$ cat config.mk
export PLATFORM = sky130hd
export DESIGN_NAME = bullet_oam_writer
export DESIGN_NICKNAME = d
export VERILOG_FILES = /design/src/rtl/bullet_oam_writer.sv
export SDC_FILE = /design/constraint.sdc
export NUM_CORES = 1
export LEC_CHECK = 0
export BUFFER_PORTS_ARGS = -buffer_cell sky130_fd_sc_hd__buf_2
export CELL_PAD_IN_SITES_DETAIL_PLACEMENT = 0
export CELL_PAD_IN_SITES_GLOBAL_PLACEMENT = 1
export CORE_ASPECT_RATIO = 0.75
export CORE_UTILIZATION = 35
export DETAILED_ROUTE_END_ITERATION = 8
export PLACE_DENSITY = 0.72
export SETUP_SLACK_MARGIN = 0.1
export SYNTH_ARGS = -nofsm -noshare
export SYNTH_HDL_FRONTEND = slang
export SYNTH_SLANG_ARGS = --single-unit
export TNS_END_PERCENT = 50
$ cat constraint.sdc
create_clock -name clk -period 3 [get_ports clk]
set_input_delay 0.3 -clock clk [delete_from_list [all_inputs] [get_ports clk]]
set_output_delay 0.3 -clock clk [all_outputs]
set_load 0.05 [all_outputs]
$ cat src/rtl/bullet_oam_writer.sv
// Copies a frame's bullet state words into OAM, one valid/ready write per entry.
// Latency: first write one cycle after frame_start; stalls hold address and data while oam_ready is low.
module bullet_oam_writer #(
  parameter int MAX_BULLETS = 8,
  parameter int OAM_BASE    = 8
) (
  input  logic        clk,
  input  logic        reset_n,
  input  logic        frame_start,
  input  logic [31:0] bullet_state [0:MAX_BULLETS-1],
  input  logic        oam_ready,
  output logic        oam_we,
  output logic [5:0]  oam_addr,
  output logic [31:0] oam_wdata,
  output logic        busy,
  output logic        done,
  output logic [3:0]  active_count,
  output logic        overrun
);

  typedef enum logic [1:0] {S_IDLE, S_WRITE, S_DONE} state_t;

  localparam logic [5:0] BASE = 6'(OAM_BASE);
  localparam logic [3:0] LAST = 4'(MAX_BULLETS - 1);

  state_t      state;
  state_t      state_nxt;
  logic [3:0]  index;
  logic [3:0]  run_cnt;
  logic [31:0] snap [0:15];
  logic [31:0] src  [0:15];
  logic        start;
  logic        accept;

  // Pad the input bank to 16 entries so the 4-bit index always selects a real register.
  for (genvar g = 0; g < 16; g++) begin : g_src
    if (g < MAX_BULLETS) begin : g_used
      assign src[g] = bullet_state[g];
    end else begin : g_pad
      assign src[g] = '0;
    end
  end

  assign start  = (state == S_IDLE) && frame_start;
  assign accept = (state == S_WRITE) && oam_ready;

  always_ff @(posedge clk or negedge reset_n) begin
    if (!reset_n) begin
      state <= S_IDLE;
    end else begin
      state <= state_nxt;
    end
  end

  always_comb begin
    state_nxt = state;
    case (state)
      S_IDLE:  if (frame_start) state_nxt = S_WRITE;
      S_WRITE: if (oam_ready && index == LAST) state_nxt = S_DONE;
      S_DONE:  state_nxt = S_IDLE;
      default: state_nxt = S_IDLE;
    endcase
  end

  always_comb begin
    oam_we    = 1'b0;
    oam_addr  = '0;
    oam_wdata = '0;
    busy      = 1'b0;
    done      = 1'b0;
    case (state)
      S_WRITE: begin
        oam_we    = 1'b1;
        oam_addr  = BASE + {2'b00, index};
        oam_wdata = snap[index];
        busy      = 1'b1;
      end
      S_DONE: begin
        busy = 1'b1;
        done = 1'b1;
      end
      default: ;
    endcase
  end

  always_ff @(posedge clk or negedge reset_n) begin
    if (!reset_n) begin
      index        <= '0;
      run_cnt      <= '0;
      active_count <= '0;
      overrun      <= 1'b0;
      for (int i = 0; i < 16; i++) snap[i] <= '0;
    end else begin
      if (frame_start && state != S_IDLE) overrun <= 1'b1;
      if (start) begin
        for (int i = 0; i < 16; i++) snap[i] <= src[i];
        index   <= '0;
        run_cnt <= '0;
      end else if (accept) begin
        index   <= (index == LAST) ? 4'd0 : index + 4'd1;
        run_cnt <= run_cnt + {3'b000, snap[index][28]};
      end
      if (state == S_DONE) active_count <= run_cnt;
    end
  end

endmodule

* Word level (Yosys, flattened, before mapping)
Index checks and enable logic that the tools add are counted.
** Word-level totals
- Output and inout bits :: 46
- Flip-flop bits (word level) :: 271
** Operators by class
- $lt $le $gt $ge :: 1
- Multiplexer cells :: 16
- Equal/unequal tests :: 5
- Add/sub/neg operators :: 3
- Bitwise logic cells :: 1
- Reduce and logical (&&, ||, !) cells :: 9
** Operator list (count)
- binary-select mux 32 bit (select 4 bit) :: 1
- 2-to-1 mux 32 bit :: 3
- 2-to-1 mux 4 bit :: 5
- adder 4 x 4 -> 5 bit (first input constant) :: 1
- >= comparator 5 bit (second input constant) :: 1
- 2-to-1 mux 5 bit :: 1
- NOT 4 -> 5 bit :: 1
- adder 4 x 1 -> 4 bit :: 1
- adder 4 x 1 -> 4 bit (second input constant) :: 1
- == test 4 x 3 -> 1 bit (second input constant) :: 1
- logical AND 1 bit :: 4
- 2-to-1 mux 2 bit :: 2
- case mux 2 bit (2 select lines) :: 1
- nonzero test 2 bit :: 2
- 2-to-1 mux 1 bit :: 3
- == test 2 x 1 -> 1 bit (second input constant) :: 1
- == test 2 bit (second input constant) :: 1
- zero test 2 bit :: 1
- != test 2 x 1 -> 1 bit (second input constant) :: 1
- != test 2 bit (second input constant) :: 1
- AND reduction 2 bit :: 1
- OR reduction 2 bit :: 1

* Longest topological paths before layout
Gate-level depths: netlist (run 1).
- Depth after elaboration :: 7
- Depth in mapped cells :: 10

* Least setup slack after synthesis (run 1)
No wires, ideal clock.
- Path kind :: register to output
- Start :: register state[1]
- End :: output oam_wdata[15]
- Stages on the path, launching flop included :: 7
- Setup slack :: 0.584 ns
- Arrival time :: 2.116 ns
- Cell sequence :: dfrtp_1 > inv_1 > ha_1 > and3_1 > clkbuf_1 > buf_1 > a22o_1
** Between the ends
- Cells in the longest elaborated chain, start to end :: 2
** Ends and longest elaborated chain
- start: declaration :: line 26 : state_t state;
- start signal: assignment :: line 51 : state <= state_nxt;
- == test 2 x 1 -> 1 bit :: line 71 : case (state)
- 2-to-1 mux 32 bit :: line 71
- end: declaration :: line 14 : output logic [31:0] oam_wdata,
No other way between the ends.

* Worst setup path after layout (run 1)
- Start :: register index[0]
- End :: output oam_wdata[20]
** Between the ends
- Cells in the longest elaborated chain, start to end :: 5
** Ends and longest elaborated chain
- start: declaration :: line 28 : logic [3:0] index;
- start signal: assignment :: line 100 : index <= (index == LAST) ? 4'd0 : index + 4'd1;
- NOT 4 -> 5 bit (implied by the code) :: line 75 : oam_wdata = snap[index];
- binary-select mux 32 bit (select 4 bit) :: line 75
- 2-to-1 mux 32 bit (2 in a row)
- 2-to-1 mux 32 bit :: line 71
No other way between the ends. The select of a mux whose other input is x is not followed.

==> results_dict.tcl, run 1 <==
set metrics [dict create \
    synth_nets 1007 \
    ys_seq_area_frac 0.555 \
    flow.area_growth_from_synthesis_pct 46.8 \
    dieWidth_um 218 \
    drc_errors 0 \
    max_freq_ghz 0.359 \
    synth_area_leaders "dfrtp_1 55%, mux2_1 24%, mux4_2 7.0%" \
    first_pass_iters 4 \
    num_vias 8628 \
    first_global_vias 9721 \
    start_kind "register" \
    cts_buffers 28 \
    setup_viol 0 \
    cts_max_path_buffers 3 \
    groute.usage.overall 0.208 \
    vdd_drop_max_uv 658 \
    dieArea_um2 35700 \
    synth_ff_type "dfrtp_1" \
    num-fill-cells 2810 \
    fin_nets 1568 \
    fp.dieH_um 164 \
    hpwlAfterDp_mm 24.9 \
    holdCritPathClass "primary input to register" \
    max-slew-margin-rel 0.460 \
    p_sw_frac 0.347 \
    final_util 0.528 \
    synth_area_um2 12200 \
    p_leak_uw 0.00794 \
    async_reset_ff_frac 1.00 \
    design.core.area_um2 34000 \
    seq_area_um2 6790 \
    p_per_area_nw_per_um2 935 \
    synth_cell_type_count 34 \
    fin_cells 1780 \
    clock_sinks 271 \
    cts.clk_slew.worst_paths_ps 60 \
    finalCriticalPeriod_ps 2790 \
    combPwrFrac 0.384 \
    pwr-share-seq 0.385 \
    tns_ps 0 \
    drt_iter0_drc 434 \
    io_buffers 304 \
    crit_required_ps 2700 \
    grt_overflow 0 \
    p_sw_uw 5830 \
    rows 58 \
    timing.final.hold_violations 0 \
    grt_max_degree 100 \
    run_status "finished clean" \
    wire_per_inst_um 20.5 \
    yosys_warnings 0 \
    layout_setup_ws_ps 213 \
    cts_tree "built" \
    synth_seq_cells 271 \
    dpl_worst_slack_ps 682 \
    synth.top_cell.area_share 0.555 \
    grt_setup_unrepaired "yes" \
    tightest_slew_ps 810 \
    finalClockSkew_ps 11.3 \
    viasPerCell 4.85 \
    grt_antenna_before_repair 5 \
    dp.cells 1465 \
    drive_above_1_share 0.318 \
    finalCritPeriodShare 0.929 \
    synth_edf_count 0 \
    synth_top_area_cell "dfrtp_1" \
    cts.htree.levels 1 \
    clock_latency_ps 550 \
    start_util 0.360 \
    maxCapViolCount 0 \
    gp_congestion 0.807 \
    synth.avg_cell_area_um2 16.5 \
    critPathCaptureType "primary output" \
    worst-path-max-fanout 29 \
    io_pins 306 \
    crit_arrival_ps 2490 \
    synthCells 741 \
    crit_type "register to primary output" \
    grt_pass1_wl_mm 56.1 \
    root_buffer "clkbuf_16" \
    wirelength_mm 36.5 \
    antenna_left 0 \
    drv_slew 0 \
    p_clk_frac 0.231 \
    p_int_uw 10900 \
    multi_input_area_um2 5090 \
]
==> layout make-up <==
cell class | count | area share
flip-flops and latches | 271 | 0.378
well taps | 450 | 0.0314
multi-input cells | 410 | 0.284
clock inverters | 14 | 0.0126
clock buffers | 38 | 0.0451
diodes | 6 | 0.000837
repair buffers | 586 | 0.247
inverters | 5 | 0.00105
==> cell usage in the layout (no fill, tap or decap), types with 5 or more instances in the layout <==
cell	n
mux4_2	39
clkbuf_8	5
diode_2	6
mux4_1	24
dlygate4sd3_1	257
buf_2	303
buf_12	9
clkinv_2	6
a22o_1	31
buf_4	14
bufinv_16	6
nand2_1	5
inv_1	5
mux2_1	260
nand3_1	7
a21oi_1	7
ha_1	6
nor2_1	5
clkbuf_16	29
dfrtp_1	269
==> power groups by stage <==
| stage | Combinational, uW | Sequential [uW] | Clock, uW |
|---|---|---|---|
| after CTS | 6540 | 6460 | 3980 |
| after floorplan | 4820 | 5940 | 0 |
| final | 6440 | 6450 | 3880 |
| after global routing | 6920 | 6670 | 4120 |
| after detailed placement | 6240 | 6520 | 0 |
| after global placement | 6120 | 6470 | 0 |
==> logic make-up after synthesis <==
logic type,after synthesis,synth area share
multiplexers,327,0.367
flip-flops,271,0.555
buffers and inverters,60,0.0291
AO/OA/AOI/OAI,46,0.0300
AND/OR/NAND/NOR,28,0.0116
adder cells (fa/ha/maj),6,0.00614
XOR/XNOR,2,0.00143
other,1,0.000307
==> per-stage QoR <==
step | hold WS (ps) | total power, uW | cell area (um2)
6_report | 26.7 | 16800 | 17900
5_1_grt | 29.6 | 17700 | 17900
4_1_cts | 26.5 | 17000 | 17900
3_5_place_dp | 414 | 12800 | 14300
3_3_place_gp | 415 | 12600 | 14300
2_1_floorplan | 4.41 | 10800 | 12200
==> flip-flops by register name, indices dropped and copies added (netlist names) <==
register      flops
active_count      4
run_cnt           4
snap            256
index             4
overrun           1
state             2
==> worst paths after layout <==
kind / from / to / slack, ps / cells after the start
worst min-delay path: bullet_state[28] / snap[284] / 30 / 2
max in group asynchronous: reset_n / snap[339] / 1770 / 3
worst max-delay path: index[0] / oam_wdata[20] / 210 / 4
worst max register to register: index[1] / run_cnt[3] / 740 / 7
worst min register to register: overrun / overrun / 460 / 1
min in group asynchronous: reset_n / snap[437] / 380 / 2
==> synthesized netlist by cell type, types with 2 or more instances <==
| cell type | count |
|---|---|
| xor2_1 | 2 |
| buf_2 | 35 |
| and2_1 | 5 |
| ha_1 | 6 |
| buf_12 | 3 |
| nand3_1 | 7 |
| nand2_1 | 5 |
| mux4_2 | 38 |
| buf_1 | 2 |
| mux2i_1 | 4 |
| buf_4 | 5 |
| a21oi_1 | 7 |
| mux2_1 | 260 |
| dfrtp_1 | 271 |
| clkbuf_1 | 8 |
| nor2_1 | 6 |
| a22o_1 | 31 |
| inv_1 | 5 |
| o21ai_1 | 2 |
| mux4_1 | 25 |
==> critical path: stages, from the launching register on <==
cell and delay [ps]:
dfrtp_4 510, buf_16 250, mux4_1 640, a22o_1 290
buf_2 220
==> metal layers <==
metal  share of wire  global-route usage
met1            0.40               0.244
met4           0.027              0.0598
met2            0.51               0.372
met5               0                   0
met3           0.067              0.0552
==> repair_timing <==
action	CTS	global route
setup buffers	0	0
endpoints found under the setup margin	1	7
hold endpoints to repair	348	0
resized for setup	2	1
hold buffers	257	0
pin swaps	0	0
Power figures use the tool's default switching activity.
==> run 2: changes to the inputs <==
PLACE_DENSITY = 0.75   (was 0.72)
clock period = 3.43 ns   (was 3 ns; I/O delays follow)
==> run 2 against run 1 <==
Clock power down 8.8%. Critical path depth is the same. Sequential power fell by 13%. Count of clock-buffer cells in the layout is 3 higher. Worst hold slack got worse by 2.3 ps. Non-clock buffer count fell by 59. Combinational power fell by 12%. Largest cell class unchanged. Highest routed layer is now met5.
==> results_dict.tcl, run 2 (same netlist as run 1, synthesis figures left out) <==
set metrics [dict create \
    cts_max_path_buffers 3 \
    grt_pass1_wl_mm 53.1 \
    final_common_cell "buf_2" \
    groute.usage.overall 0.196 \
    drive_above_1_share 0.330 \
    layout_setup_ws_ps 312 \
    cts.htree.levels 1 \
    num-fill-cells 2859 \
    crit_required_ps 3090 \
    clock_sinks 271 \
    start_kind "register" \
    critPathCaptureType "primary output" \
    drt_iter0_drc 544 \
    dieWidth_um 218 \
    wirelength_mm 34.9 \
    max-slew-margin-rel 0.505 \
    antenna_left 0 \
    tightest_slew_ps 743 \
    vdd_drop_max_uv 733 \
    max_freq_ghz 0.321 \
    grt_setup_unrepaired "no" \
    multi_input_area_um2 5100 \
    holdCritPathClass "primary input to register" \
    grt_antenna_before_repair 6 \
    drc_errors 0 \
    dieArea_um2 35700 \
    worstHoldStart "bullet_state[41]" \
    dpl_worst_slack_ps 670 \
    rr_startpoint "index[0]" \
    seq_area_um2 6790 \
    largest_reg_flops 256 \
    grt_max_degree 95 \
    cts_tree "built" \
    first_global_vias 9069 \
    p_per_area_nw_per_um2 854 \
    cp_slowest_cell "mux4_1" \
    design.core.area_um2 34000 \
    min_path_cells 2 \
    grt_overflow 0 \
    cp_cell_sequence "buf_12 -> mux4_1 -> a22o_1 -> buf_2" \
    hpwlAfterDp_mm 23.8 \
    crit_type "register to primary output" \
    fp.dieH_um 164 \
    viasPerCell 4.90 \
    rr_worst_depth 7 \
    finalCritPeriodShare 0.909 \
    num_vias 8431 \
    maxCapViolCount 0 \
    finalCriticalPeriod_ps 3120 \
    clock_latency_ps 550 \
    crit_arrival_ps 2770 \
    p_leak_uw 0.00770 \
    run_status "finished clean" \
    io_buffers 304 \
    rrSetupSlack_ps 870 \
    cts.clk_slew.worst_paths_ps 60 \
    timing.final.hold_violations 0 \
    fin_nets 1510 \
    worst-path-max-fanout 38 \
    root_buffer "clkbuf_16" \
    flow.area_growth_from_synthesis_pct 42.1 \
    drv_slew 0 \
    rr_endpoint "run_cnt[3]" \
    rows 58 \
    finalClockSkew_ps 7.67 \
    setup_viol 0 \
    slowest_delay_ps 690 \
    tns_ps 0 \
    start_util 0.360 \
    wire_per_inst_um 20.3 \
    first_pass_iters 4 \
    hold-path-endpoint "snap[297]" \
    gp_congestion 0.847 \
    final_cell_mix "303 x buf_2, 269 x dfrtp_1, 260 x mux2_1" \
    io_pins 306 \
    regMostFlops "snap" \
    cts_buffers 29 \
]
run 2: changes by cell type in the layout (fill, tap and decap cells not counted), sizes merged:
cell | previous run | this run
bufinv | 6 | 7
dlygate4sd3 | 257 | 200
clkinv | 6 | 3
clkinvlp | 2 | 1
buf | 329 | 327
clkbuf | 38 | 41
diode | 6 | 4
run 2: layout make-up:
type | count | share of cell area
sequential | 271 | 0.391
multi-input combinational | 410 | 0.294
timing repair buffer | 527 | 0.219
clock buffer | 41 | 0.0484
tap | 450 | 0.0324
clock inverter | 11 | 0.0138
inverter | 5 | 0.00108
antenna | 4 | 0.000576
run 2: worst max-delay path: cells and delay by family (launching register included):
family | cells | cell delay, ps
AO/OA/AOI/OAI | 1 | 230
buffers and inverters | 2 | 560
flip-flops | 1 | 680
multiplexers | 1 | 690
run 2: report_power, final:
group	total (uW)	internal (uW)	leakage, uW	switching [uW]
logic	5680	2710	0.00399	2970
registers	5620	4740	0.00318	885
clock network	3540	2230	0.000525	1310
total	14800	9670	0.00770	5160
run 2: metal layers:
layer | part of all wire | vias to the layer above | GRT usage
li1 | - | 3810 | -
met1 | 0.43 | 4285 | 0.253
met2 | 0.49 | 290 | 0.336
met3 | 0.066 | 42 | 0.0472
met4 | 0.018 | 4 | 0.0394
met5 | 0.00046 | - | 0
run 2: how the worst max path moves through the flow:
stage	from	endpoint	slack, ps	depth (start not counted)
after floorplan	state[1]	oam_wdata[15]	970	6
after global placement	state[1]	oam_wdata[1]	780	5
after detailed placement	state[1]	oam_wdata[1]	670	5
after CTS	state[1]	oam_wdata[1]	110	7
after global routing	index[0]	oam_wdata[1]	180	4
final	index[0]	oam_wdata[1]	310	4
run 2: through the flow:
| stage | utilization | power (uW) | hold slack, ps | area, um2 | instances |
|---|---|---|---|---|---|
| 4_1_cts | 0.509 | 14900 | 0.270 | 17300 | 1709 |
| 5_1_grt | 0.511 | 15600 | 2.44 | 17400 | 1716 |
| 2_1_floorplan | - | 9410 | 47.4 | 12200 | 741 |
| 3_3_place_gp | 0.419 | 11000 | 419 | 14200 | 1457 |
| 3_5_place_dp | 0.419 | 11100 | 425 | 14200 | 1457 |
| 6_report | 0.511 | 14800 | 24.3 | 17400 | 1719 |
run 2: timing repair:
item | 4_1_cts | 5_1_grt
resized for setup | 1 | 0
hold buffers | 200 | 0
endpoints found under the setup margin | 3 | 17
endpoints found under the hold margin | 287 | 0
setup buffers | 0 | 6
pin swaps | 0 | 1
